--- config.mk ---
export PLATFORM = sky130hd
export DESIGN_NAME = dff_pipe
export DESIGN_NICKNAME = d
export VERILOG_FILES = /design/src/rtl/dff_pipe_pkg.sv /design/src/rtl/dff_pipe_stage.sv /design/src/rtl/dff_pipe.sv
export SDC_FILE = /design/constraint.sdc
export NUM_CORES = 1
export LEC_CHECK = 0
export BUFFER_PORTS_ARGS = -buffer_cell sky130_fd_sc_hd__buf_2
export CORE_MARGIN = 5
export CORE_UTILIZATION = 50
export CTS_BUF_LIST = sky130_fd_sc_hd__clkbuf_2 sky130_fd_sc_hd__clkbuf_4 sky130_fd_sc_hd__clkbuf_8
export DETAILED_ROUTE_END_ITERATION = 6
export PLACE_DENSITY = 0.78
export SLEW_MARGIN = 10
export SYNTH_ARGS = -nofsm -noshare
export SYNTH_HDL_FRONTEND = slang
export SYNTH_SLANG_ARGS = --single-unit
export TNS_END_PERCENT = 20
--- constraint.sdc ---
create_clock -name clk_i -period 1.7 [get_ports clk_i]
set_input_delay 0.17 -clock clk_i [delete_from_list [all_inputs] [get_ports clk_i]]
set_output_delay 0.17 -clock clk_i [all_outputs]
set_load 0.02 [all_outputs]
--- src/rtl/dff_pipe_pkg.sv ---
// Shared helpers for the dff_pipe elastic register pipeline.
package dff_pipe_pkg;

   // Width of an occupancy count that must represent 0..depth inclusive.
   function automatic int unsigned count_width(input int unsigned depth);
      return $clog2(depth + 1);
   endfunction

endpackage

--- src/rtl/dff_pipe_stage.sv ---
// One dff_pipe stage: valid bit plus data register with load enable and synchronous clear.
module dff_pipe_stage
   import dff_pipe_pkg::*;
#(
   parameter int unsigned          width_p     = 8,
   parameter logic [width_p-1:0]   reset_val_p = '0
) (
   input  logic               clk_i,
   input  logic               reset_n_i,
   input  logic               clear_i,
   input  logic               load_i,
   input  logic               v_i,
   input  logic [width_p-1:0] d_i,
   output logic               v_o,
   output logic [width_p-1:0] d_o
);

   logic               v_q;
   logic [width_p-1:0] d_q;

   // Clear only drops the valid bit; data is left as-is.
   always_ff @(posedge clk_i or negedge reset_n_i) begin
      if (!reset_n_i) begin
         v_q <= 1'b0;
         d_q <= reset_val_p;
      end else begin
         if (clear_i) begin
            v_q <= 1'b0;
         end else if (load_i) begin
            v_q <= v_i;
         end
         if (load_i && !clear_i) begin
            d_q <= d_i;
         end
      end
   end

   assign v_o = v_q;
   assign d_o = d_q;

endmodule

--- src/rtl/dff_pipe.sv ---
// dff_pipe: depth_p-stage elastic register pipeline with valid/ready on both ends.
// Define DFF_PIPE_COUNT_EN to add the registered occupancy counter on count_o.
module dff_pipe
   import dff_pipe_pkg::*;
#(
   parameter int unsigned          width_p     = 8,
   parameter int unsigned          depth_p     = 4,
   parameter logic [width_p-1:0]   reset_val_p = '0
) (
   input  logic               clk_i,
   input  logic               reset_n_i,
   input  logic               flush_i,
   input  logic               valid_i,
   output logic               ready_o,
   input  logic [width_p-1:0] data_i,
   output logic               valid_o,
   input  logic               ready_i,
   output logic [width_p-1:0] data_o
`ifdef DFF_PIPE_COUNT_EN
   ,
   output logic [count_width(depth_p)-1:0] count_o
`endif
);

   logic [depth_p-1:0] v_q;
   logic [width_p-1:0] d_q [depth_p];
   logic [depth_p:0]   rdy;

   // A stage can load if it is empty or its downstream neighbour is loading too.
   always_comb begin
      rdy          = '0;
      rdy[depth_p] = ready_i;
      for (int k = int'(depth_p) - 1; k >= 0; k--) begin
         rdy[k] = !v_q[k] || rdy[k+1];
      end
   end

   assign ready_o = rdy[0] && !flush_i;

   for (genvar k = 0; k < depth_p; k++) begin : g_stage
      logic               v_in;
      logic [width_p-1:0] d_in;

      if (k == 0) begin : g_head
         assign v_in = valid_i && ready_o;
         assign d_in = data_i;
      end else begin : g_body
         assign v_in = v_q[k-1];
         assign d_in = d_q[k-1];
      end

      dff_pipe_stage #(
         .width_p     (width_p),
         .reset_val_p (reset_val_p)
      ) u_stage (
         .clk_i     (clk_i),
         .reset_n_i (reset_n_i),
         .clear_i   (flush_i),
         .load_i    (rdy[k]),
         .v_i       (v_in),
         .d_i       (d_in),
         .v_o       (v_q[k]),
         .d_o       (d_q[k])
      );
   end

   assign valid_o = v_q[depth_p-1];
   assign data_o  = d_q[depth_p-1];

`ifdef DFF_PIPE_COUNT_EN
   localparam int unsigned count_w_lp = count_width(depth_p);

   logic                  xfer_in;
   logic                  xfer_out;
   logic [count_w_lp-1:0] count_q;
   logic [count_w_lp-1:0] count_d;

   assign xfer_in  = valid_i && ready_o;
   assign xfer_out = valid_o && ready_i;

   // Flush wins over a same-cycle output transfer.
   always_comb begin
      count_d = count_q;
      if (flush_i) begin
         count_d = '0;
      end else if (xfer_in && !xfer_out) begin
         count_d = count_q + count_w_lp'(1);
      end else if (!xfer_in && xfer_out) begin
         count_d = count_q - count_w_lp'(1);
      end
   end

   always_ff @(posedge clk_i or negedge reset_n_i) begin
      if (!reset_n_i) begin
         count_q <= '0;
      end else begin
         count_q <= count_d;
      end
   end

   assign count_o = count_q;
`endif

endmodule

==> run metrics <==
Hold EP g_stage[0].u_stage.d_o[5]; CTS Sinks 36; PortBufs 22; GP Congestion 0.6641; crit path DAT 1420 ps; reg2reg start g_stage[2].u_stage.v_o; pin count of the biggest net entering global routing 37; first-pass GRT wire length 3995 um; Synth Instances 84; CP cell instances and4b_2, a21oi_4, buf_4; sequential area share after synthesis 66.12%; vias 767; DP HPWL 1448 um; most frequent cells in the layout 36 x dfrtp_1, 32 x mux2_2, 21 x buf_2, 6 x nor2_1, 6 x buf_4; share of layout cells above drive strength 1 61.02%; Die Y 62.20 um; total track usage 13.12%; Die ar. 0.003869 mm2; Data required, critical path 1530 ps; peak fanout along the critical path 4; Final Setup Violations 0; Worst-Margin Slew 759.1 ps; minimum clock period after layout 1588 ps; syn avg cell area 16.22 um2; CP Class reg2out; synth warn 0; Area Growth Syn to Fin 18.46%; CTS Buf Count 5; Layout fillers 224; Final Net Count 130; outcome finished clean; post-synth net total 97; highest clock rate 0.6297 GHz; Seq cells post-synth 36; worst setup margin 111.9 ps; initial antenna violation count 0; commonest non-fill, non-tap cell in the layout dfrtp_1; routed length per instance 14.09 um; critical path's slowest cell dfrtp_1; library cells used by synthesis 11; Finished Layout Cells 149; Final Hold Viols 0; GRT overflow 0; Final Max Tran Viols 0; LEAKAGE 0.7430 nW; Slew headroom 49.40%; r2r setup slk 130 ps; Synth Cell Area 0.001363 mm2; maximum vdd drop 0.8582 mV; WP buf/inv 1; Max stage delay on crit path 420 ps; Initial DRC Count 25; Hold Crit Start data_i[5]; Antenna Cells 0; # IOs 23; worst-case clock buffer depth 2; 1st-pass router iterations 4; worst skew pair latency 330 ps; row count 19; CTS Root Cell clkbuf_4; Routed WL 2100 um; hold crit path type in2reg; Crit Reg-Reg Endpoint g_stage[0].u_stage.d_o[6]; TritonCTS clock tree done; CP top delay family flip-flops; Max Cap Viol 0; core area 0.002686 mm2; Via density 5.148; Die Wd 62.20 um; worst hold stages 2; Initial Util 50.72%; Final ANT Viol Nets 0; vias in the first global route 857; Inst Count DP 135; CTS clk-pin slew, worst paths 110 ps; dpl ws 184.1 ps; clk_skew 8.169 ps; DRC violations left 0; H-tree levels 2; fraction of the cycle the final worst path needs 93.42%; power per cell area 1141 mW/mm2; CP Capture Type primary output; nature of the critical path startpoint register; R2R depth 5
final cells by class:
| type | count | area, um2 | area share (%) |
|---|---|---|---|
| Clock buffer | 6 | 51.30 | 3.178 |
| Clock inverter | 2 | 10.01 | 0.6202 |
| Multi-Input combinational cell | 46 | 452.9 | 28.06 |
| Sequential cell | 36 | 900.9 | 55.81 |
| Tap cell | 31 | 38.79 | 2.403 |
| Timing Repair Buffer | 28 | 160.2 | 9.922 |
registers in the layout (all words and copies together) (netlist names):
| signal | cells |
|---|---|
| g_stage.u_stage.v_o | 4 |
| g_stage.u_stage.d_o | 32 |
where the power goes:
group,internal [mW],switching [mW],total [mW],leakage [nW]
sequential,0.991,0.0679,1.06,0.430
combinational,0.165,0.154,0.319,0.275
clock,0.197,0.267,0.464,0.0380
kinds of logic after synthesis:
family | after synthesis | synth area share, %
AO/OA/AOI/OAI | 4 | 2.572
flip-flops | 36 | 66.12
AND/OR/NAND/NOR | 10 | 4.133
multiplexers | 32 | 26.45
buffers and inverters | 2 | 0.7346
layer usage:
| layer | vias up | global-route usage (%) | wire length [um] |
|---|---|---|---|
| li1 | 363 | - | - |
| met1 | 380 | 14.66 | 909 |
| met2 | 19 | 20.47 | 1012 |
| met3 | 5 | 7.207 | 137 |
| met4 | 0 | 5.691 | 40 |
| met5 | - | 0 | 0 |
what timing repair did:
action / CTS / global route
endpoints found under the hold margin: 36 / 0
endpoints found under the setup margin: 1 / 1
hold buffers: 1 / 0
pin swaps: 1 / 1
setup buffers: 3 / 2
gates resized for setup: 0 / 2
per-stage QoR:
stage	hold WS, ps	utilization [%]	instance area (um2)	TNS [ps]	power [mW]
after CTS	51.20	59.39	1595	0	1.863
after global routing	24.71	60.08	1614	-3.175	1.967
after global placement	267.3	55.89	1501	0	1.372
after floorplan	-125.6	-	1363	0	1.272
after detailed placement	284.5	55.89	1501	0	1.392
final	60.89	60.08	1614	0	1.842
how the worst max path moves through the flow:
stage / startpoint / endpoint / slack, ps / cells after the start
floorplan: g_stage[3].u_stage.v_o / g_stage[0].u_stage.d_o[0] / 90 / 4
global placement: g_stage[2].u_stage.v_o / g_stage[0].u_stage.d_o[5] / 240 / 3
detailed placement: g_stage[2].u_stage.v_o / g_stage[0].u_stage.d_o[6] / 180 / 3
CTS: g_stage[2].u_stage.v_o / ready_o / 60 / 3
global route: g_stage[2].u_stage.v_o / ready_o / -3 / 3
finish: g_stage[2].u_stage.v_o / ready_o / 110 / 3
Yosys cell counts:
master	n	area (um2)
a21oi_1	2	10.01
a21oi_2	1	8.760
a21oi_4	1	16.27
and4b_1	1	10.01
buf_2	2	10.01
dfrtp_1	36	900.9
mux2_2	32	360.4
nor2_1	6	22.52
nor2_2	1	6.260
nor2_4	1	11.26
nor2b_1	1	6.260
Note: power is estimated with default switching activity, not from simulation.
